File: config.mk
export PLATFORM = sky130hd
export DESIGN_NAME = serial_addsub_flat
export DESIGN_NICKNAME = d
export VERILOG_FILES = /design/src/rtl/arith_pkg.sv /design/src/rtl/serial_addsub_if.sv /design/src/rtl/addsub_digit.sv /design/src/rtl/serial_addsub.sv /design/src/flat_wrapper.sv
export SDC_FILE = /design/constraint.sdc
export NUM_CORES = 1
export LEC_CHECK = 0
export CORE_MARGIN = 3
export CORE_UTILIZATION = 35
export CTS_CLUSTER_SIZE = 8
export DETAILED_ROUTE_END_ITERATION = 8
export GPL_TIMING_DRIVEN = 0
export PLACE_DENSITY_LB_ADDON = 0.1
export SYNTH_ARGS = -nofsm -noshare
export SYNTH_HDL_FRONTEND = slang
export SYNTH_SLANG_ARGS = --single-unit
File: constraint.sdc
create_clock -name clk -period 1.3 [get_ports clk]
set_input_delay 0.195 -clock clk [delete_from_list [all_inputs] [get_ports clk]]
set_output_delay 0.195 -clock clk [all_outputs]
set_load 0.02 [all_outputs]
File: src/rtl/arith_pkg.sv
// arith_pkg: shared state and opcode encodings for the serial add/sub unit.
package arith_pkg;
   typedef enum logic [1:0] {IDLE = 2'd0, RUN = 2'd1, DONE = 2'd2} state_t;
   localparam logic OP_ADD = 1'b0;
   localparam logic OP_SUB = 1'b1;
endpackage

File: src/rtl/serial_addsub_if.sv
// serial_addsub_if: start/busy/done handshake and operand/result bus.
interface serial_addsub_if #(parameter int WIDTH = 32);
   logic             start;
   logic             op;
   logic [WIDTH-1:0] a;
   logic [WIDTH-1:0] b;
   logic             cin;
   logic             busy;
   logic             done;
   logic [WIDTH-1:0] sum;
   logic             cout;
   logic             ovf;
   modport master (output start, op, a, b, cin, input busy, done, sum, cout, ovf);
   modport slave  (input start, op, a, b, cin, output busy, done, sum, cout, ovf);
endinterface

File: src/rtl/addsub_digit.sv
// addsub_digit: combinational DIGIT-bit ripple adder exposing the carry into its top bit.
module addsub_digit #(parameter int DIGIT = 1) (
   input  logic [DIGIT-1:0] a_d,
   input  logic [DIGIT-1:0] b_d,
   input  logic             c_in,
   output logic [DIGIT-1:0] s_d,
   output logic             c_out,
   output logic             c_msb_in
);
   logic [DIGIT:0] c;
   assign c[0] = c_in;
   for (genvar i = 0; i < DIGIT; i++) begin : g_bit
      assign s_d[i]   = a_d[i] ^ b_d[i] ^ c[i];
      assign c[i+1]   = (a_d[i] & b_d[i]) | (c[i] & (a_d[i] ^ b_d[i]));
   end
   assign c_out    = c[DIGIT];
   assign c_msb_in = c[DIGIT-1];
endmodule

File: src/rtl/serial_addsub.sv
// serial_addsub: digit-serial add/subtract, DIGIT bits per clock, LSB first.
// Define SERIAL_ADDSUB_DEBUG_EN to expose the counter and operand shift registers.
module serial_addsub
   import arith_pkg::*;
#(
   parameter int WIDTH = 32,
   parameter int DIGIT = 1,
   parameter int CNT_W = $clog2(WIDTH/DIGIT) + 1
) (
   input logic clk,
   input logic rst_n,
   serial_addsub_if.slave bus
`ifdef SERIAL_ADDSUB_DEBUG_EN
   ,
   output logic [CNT_W-1:0] dbg_count,
   output logic [WIDTH-1:0] dbg_a_r,
   output logic [WIDTH-1:0] dbg_b_r
`endif
);
   localparam logic [CNT_W-1:0] LAST = CNT_W'(WIDTH/DIGIT - 1);
   state_t           state, state_n;
   logic [CNT_W-1:0] cnt;
   logic [WIDTH-1:0] a_r, b_r, sum_r;
   logic             c_r, cout_r, ovf_r, done_r, accept, last;
   logic [DIGIT-1:0] s_d;
   logic             c_out, c_msb_in;
   addsub_digit #(.DIGIT(DIGIT)) u_digit (
      .a_d(a_r[DIGIT-1:0]), .b_d(b_r[DIGIT-1:0]), .c_in(c_r),
      .s_d(s_d), .c_out(c_out), .c_msb_in(c_msb_in)
   );
   always_comb begin
      accept  = bus.start && state != RUN;
      last    = state == RUN && cnt == LAST;
      state_n = accept ? RUN : last ? DONE : state;
   end
   always_ff @(posedge clk or negedge rst_n)
      if (!rst_n) state <= IDLE;
      else        state <= state_n;
   // Subtraction is folded in at accept: B is inverted and the borrow becomes ~cin.
   always_ff @(posedge clk or negedge rst_n) begin
      if (!rst_n) begin
         cnt    <= '0;
         a_r    <= '0;
         b_r    <= '0;
         sum_r  <= '0;
         c_r    <= 1'b0;
         cout_r <= 1'b0;
         ovf_r  <= 1'b0;
         done_r <= 1'b0;
      end else begin
         if (accept) begin
            cnt <= '0;
            a_r <= bus.a;
            b_r <= bus.op == OP_SUB ? ~bus.b : bus.b;
            c_r <= bus.op == OP_SUB ? ~bus.cin : bus.cin;
         end else if (state == RUN) begin
            cnt   <= cnt + 1'b1;
            a_r   <= a_r >> DIGIT;
            b_r   <= b_r >> DIGIT;
            c_r   <= c_out;
            sum_r <= (sum_r >> DIGIT) | (WIDTH'(s_d) << (WIDTH - DIGIT));
            if (last) begin
               cout_r <= c_out;
               ovf_r  <= c_out ^ c_msb_in;
            end
         end
         done_r <= last;
      end
   end
   assign bus.busy = state == RUN;
   assign bus.done = done_r;
   assign bus.sum  = sum_r;
   assign bus.cout = cout_r;
   assign bus.ovf  = ovf_r;
`ifdef SERIAL_ADDSUB_DEBUG_EN
   assign dbg_count = cnt;
   assign dbg_a_r   = a_r;
   assign dbg_b_r   = b_r;
`endif
endmodule
File: src/flat_wrapper.sv
// flat-port wrapper written by rule: the top's interface ports become plain ports
module serial_addsub_flat import arith_pkg::*;
#(
   parameter int WIDTH = 32,
   parameter int DIGIT = 1,
   parameter int CNT_W = $clog2(WIDTH/DIGIT) + 1
)
  (clk, rst_n, bus_start, bus_op, bus_a, bus_b, bus_cin, bus_busy, bus_done, bus_sum, bus_cout, bus_ovf);
  serial_addsub_if #(.WIDTH(WIDTH)) bus_i ();
  input logic clk;
  input logic rst_n;
  input wire logic [$bits(bus_i.start)-1:0] bus_start;
  input wire logic [$bits(bus_i.op)-1:0] bus_op;
  input wire logic [$bits(bus_i.a)-1:0] bus_a;
  input wire logic [$bits(bus_i.b)-1:0] bus_b;
  input wire logic [$bits(bus_i.cin)-1:0] bus_cin;
  output wire logic [$bits(bus_i.busy)-1:0] bus_busy;
  output wire logic [$bits(bus_i.done)-1:0] bus_done;
  output wire logic [$bits(bus_i.sum)-1:0] bus_sum;
  output wire logic [$bits(bus_i.cout)-1:0] bus_cout;
  output wire logic [$bits(bus_i.ovf)-1:0] bus_ovf;
  assign bus_i.start = bus_start;
  assign bus_i.op = bus_op;
  assign bus_i.a = bus_a;
  assign bus_i.b = bus_b;
  assign bus_i.cin = bus_cin;
  assign bus_busy = bus_i.busy;
  assign bus_done = bus_i.done;
  assign bus_sum = bus_i.sum;
  assign bus_cout = bus_i.cout;
  assign bus_ovf = bus_i.ovf;
  serial_addsub #(.WIDTH(WIDTH), .DIGIT(DIGIT), .CNT_W(CNT_W)) u_core (.clk(clk), .rst_n(rst_n), .bus(bus_i));
endmodule
==> flow_metrics.env <==
export IMPL_maxSlewHeadroom=0.627
export IMPL_fin_crit_sh=1.22
export IMPL_synth_async_reset_ratio=1.00
export IMPL_min_path_type="input port to asynchronous set/reset pin"
export IMPL_die_y_um=125
export IMPL_place_inst=777
export IMPL_h_tree_depth=3
export IMPL_antenna_found_initial=0
export IMPL_startpoint_type="register"
export IMPL_finalNetCount=703
export IMPL_core_area_um2=13600
export IMPL_grt_max_degree=69
export IMPL_fin_skew_ns=0.00639
export IMPL_grt_pass1_vias=3986
export IMPL_path_max_fanout=3
export IMPL_ys_seq_elements=108
export IMPL_cts_path_max_buffers=2
export IMPL_synth_area_leader_cell="dfrtp_1"
export IMPL_n_antenna_cell=0
export IMPL_ys_types=29
export IMPL_start_util=0.367
export IMPL_power_leakage_nw=3.49
export IMPL_critPathRequiredTime_ns=1.11
export IMPL_clk_pin_slew_ns=0.07
export IMPL_worstReg2RegStart="u_core.state[1]$_DFFE_PN0P_"
export IMPL_ant_nets=0
export IMPL_ys_seq_area_frac=0.542
export IMPL_final_cell_count_no_fill=813
export IMPL_synth_cells=498
export IMPL_syn_nets=569
export IMPL_root_buffer="clkbuf_16"
export IMPL_drt_iter0_drc=211
export IMPL_startpoint="u_core.state[0]$_DFFE_PN0P_"
export IMPL_ios=105
export IMPL_worstPathArrival_ns=1.38
export IMPL_ys_flop_type="dfrtp_1"
export IMPL_critPathKind="register to output pin"
export IMPL_vias_per_cell=4.71
export IMPL_drc=0
export IMPL_first_pass_iters=4
export IMPL_wl_per_cell_um=14.8
export IMPL_endpoint_kind="output pin"
export IMPL_post_dp_hpwl_um=7950
export IMPL_stdcell_area_um2=7070
export IMPL_holdWs_ns=0.378
export IMPL_synthTopCellsByArea="dfrtp_1, mux2i_1, nand2_1, o21ai_0, xor2_1"
export IMPL_setup_tns_ns=-6.59
export IMPL_syn_avg_cell_area_um2=10.0
export IMPL_synthTopCellsByCount="nand2_1, dfrtp_1, o21ai_0, mux2i_1, xor2_1"
export IMPL_cts_sinks=108
export IMPL_violations="negative setup slack"
export IMPL_worst_slew_pin_slew_ns=0.559
export IMPL_globalRouteOverflowTotal=0
export IMPL_portBuffers=102
export IMPL_slew_violations=0
export IMPL_cts_buffers=9
export IMPL_die_area_um2=15700
export IMPL_cts_tree="yes"
export IMPL_syn_area_um2=4990
export IMPL_fp_row_count=42
export IMPL_yosysMostFrequentCell="nand2_1"
export IMPL_r2r_end="u_core.bus.ovf$_DFFE_PN0P_"
export IMPL_max_freq_mhz=633
export IMPL_maxCapViolations=0
export IMPL_insertion_delay_ns=0.35
export IMPL_synth_top_area_frac=0.542
export IMPL_drive_above_1_share=0.215
export IMPL_synth_warnings=0
export IMPL_grt_total_usage=0.156
export IMPL_grt_first_pass_wirelength_um=20100
export IMPL_gp_congestion=0.736
export IMPL_totalWireLength_um=12000
export IMPL_vias=3827
export IMPL_placedInstanceArea_um2=6250
export IMPL_hold_violations=0
export IMPL_regToRegSetupSlack_ns=-0.26
export IMPL_reg2regPathDepth=5
export IMPL_ir_worst_vdd_mv=1.26
export IMPL_setup_viol=90
export IMPL_rsz0062_at_grt="true"
export IMPL_synth_enable_flop_cells=0
export IMPL_period_needed_ns=1.58
export IMPL_die_w_um=125
export IMPL_area_growth_pct=41.8
export IMPL_fin_ws_ns=-0.280
export IMPL_powerDensity_nw_per_um2=2030
export IMPL_status="complete, but fails checks"
[layout by cell type (no fill, tap or decap), types with 2 or more instances in the layout]
cell type and n:
buf_8 8, clkbuf_16 14, buf_6 6, nand3_1 4
clkdlybuf4s50_1 65, dfrtp_1 107, nand2_2 27, bufinv_16 2
clkinv_2 2, mux2i_1 65, inv_4 2, clkbuf_2 21
o21ai_0 54, clkdlybuf4s15_1 14, o21ai_1 12, buf_4 19
inv_1 2, nand2_4 6, nand2_1 131, xor2_1 34
mux2_4 2, clkbuf_8 7, dlygate4sd2_1 3, buf_2 7
[layout make-up]
type / count / area (um^2)
clock inverters: 4 / 70.1
flip-flops and latches: 108 / 2700
plain buffers: 34 / 344
well taps: 176 / 220
repair buffers: 123 / 1220
fillers: 1248 / 6540
multi-input cells: 352 / 2230
inverters: 4 / 20.0
clock buffers: 12 / 267
[timing repair]
action	4_1_cts	5_1_grt
pin swaps	1	8
gates cloned	1	4
buffers inserted	12	4
endpoints found under the hold margin	40	0
setup endpoints to repair	140	135
resized for setup	99	112
hold buffers	1	0
[worst max path at each step]
stage	to	slack, ns	cells after the start
finish	bus_busy	-0.28	6
floorplan	u_core.bus.ovf$_DFFE_PN0P_	-0.16	4
CTS	bus_busy	-0.28	6
detailed placement	bus_busy	-0.85	6
global placement	u_core.bus.sum[17]$_DFFE_PN0P_	-4.23	1
global route	bus_busy	-0.32	6
[routing by layer]
layer  part of all wire  GRT usage  routed length [um]
met1               0.47      0.209                5590
met2               0.48      0.247                5760
met3              0.042     0.0401                 505
met4              0.011     0.0497                 135
met5                  0          0                   0
[worst max-delay path: stages (launching register included)]
cell and delay [ns]:
dfrtp_2 0.45, nand2b_4 0.10, inv_4 0.04, buf_8 0.11, buf_8 0.11, buf_8 0.11, buf_6 0.12
[through the flow]
step,setup WS (ns),util,total power (W)
after global routing,-0.315,0.520,0.0155
after global placement,-4.23,0.458,0.0103
after CTS,-0.277,0.504,0.0140
final,-0.280,0.520,0.0144
after detailed placement,-0.853,0.460,0.0105
after floorplan,-0.157,-,0.00836
[report_power, final]
part / leakage (nW) / total, W / internal (W) / switching, W
sequential: 1.40 / 0.00567 / 0.00473 / 0.000942
clock: 0.169 / 0.00304 / 0.00184 / 0.00120
combinational: 1.93 / 0.00567 / 0.00268 / 0.00298
total: 3.49 / 0.0144 / 0.00925 / 0.00512
[sequential cells by signal (all words and copies together) (netlist names)]
name,cells
u_core.bus.cout,1
u_core.cnt,6
u_core.b_r,32
u_core.bus.sum,32
u_core.a_r,32
u_core.c_r,1
u_core.bus.ovf,1
u_core.bus.done,1
u_core.state,2
[kinds of logic after synthesis]
kind of cell,synth area share
compound gates,0.0783
xor+xnor,0.0615
fa+ha+maj,0.00652
buf+inv,0.0399
flops,0.542
mux,0.138
simple gates,0.134
Note: power is estimated with default switching activity, not from simulation.
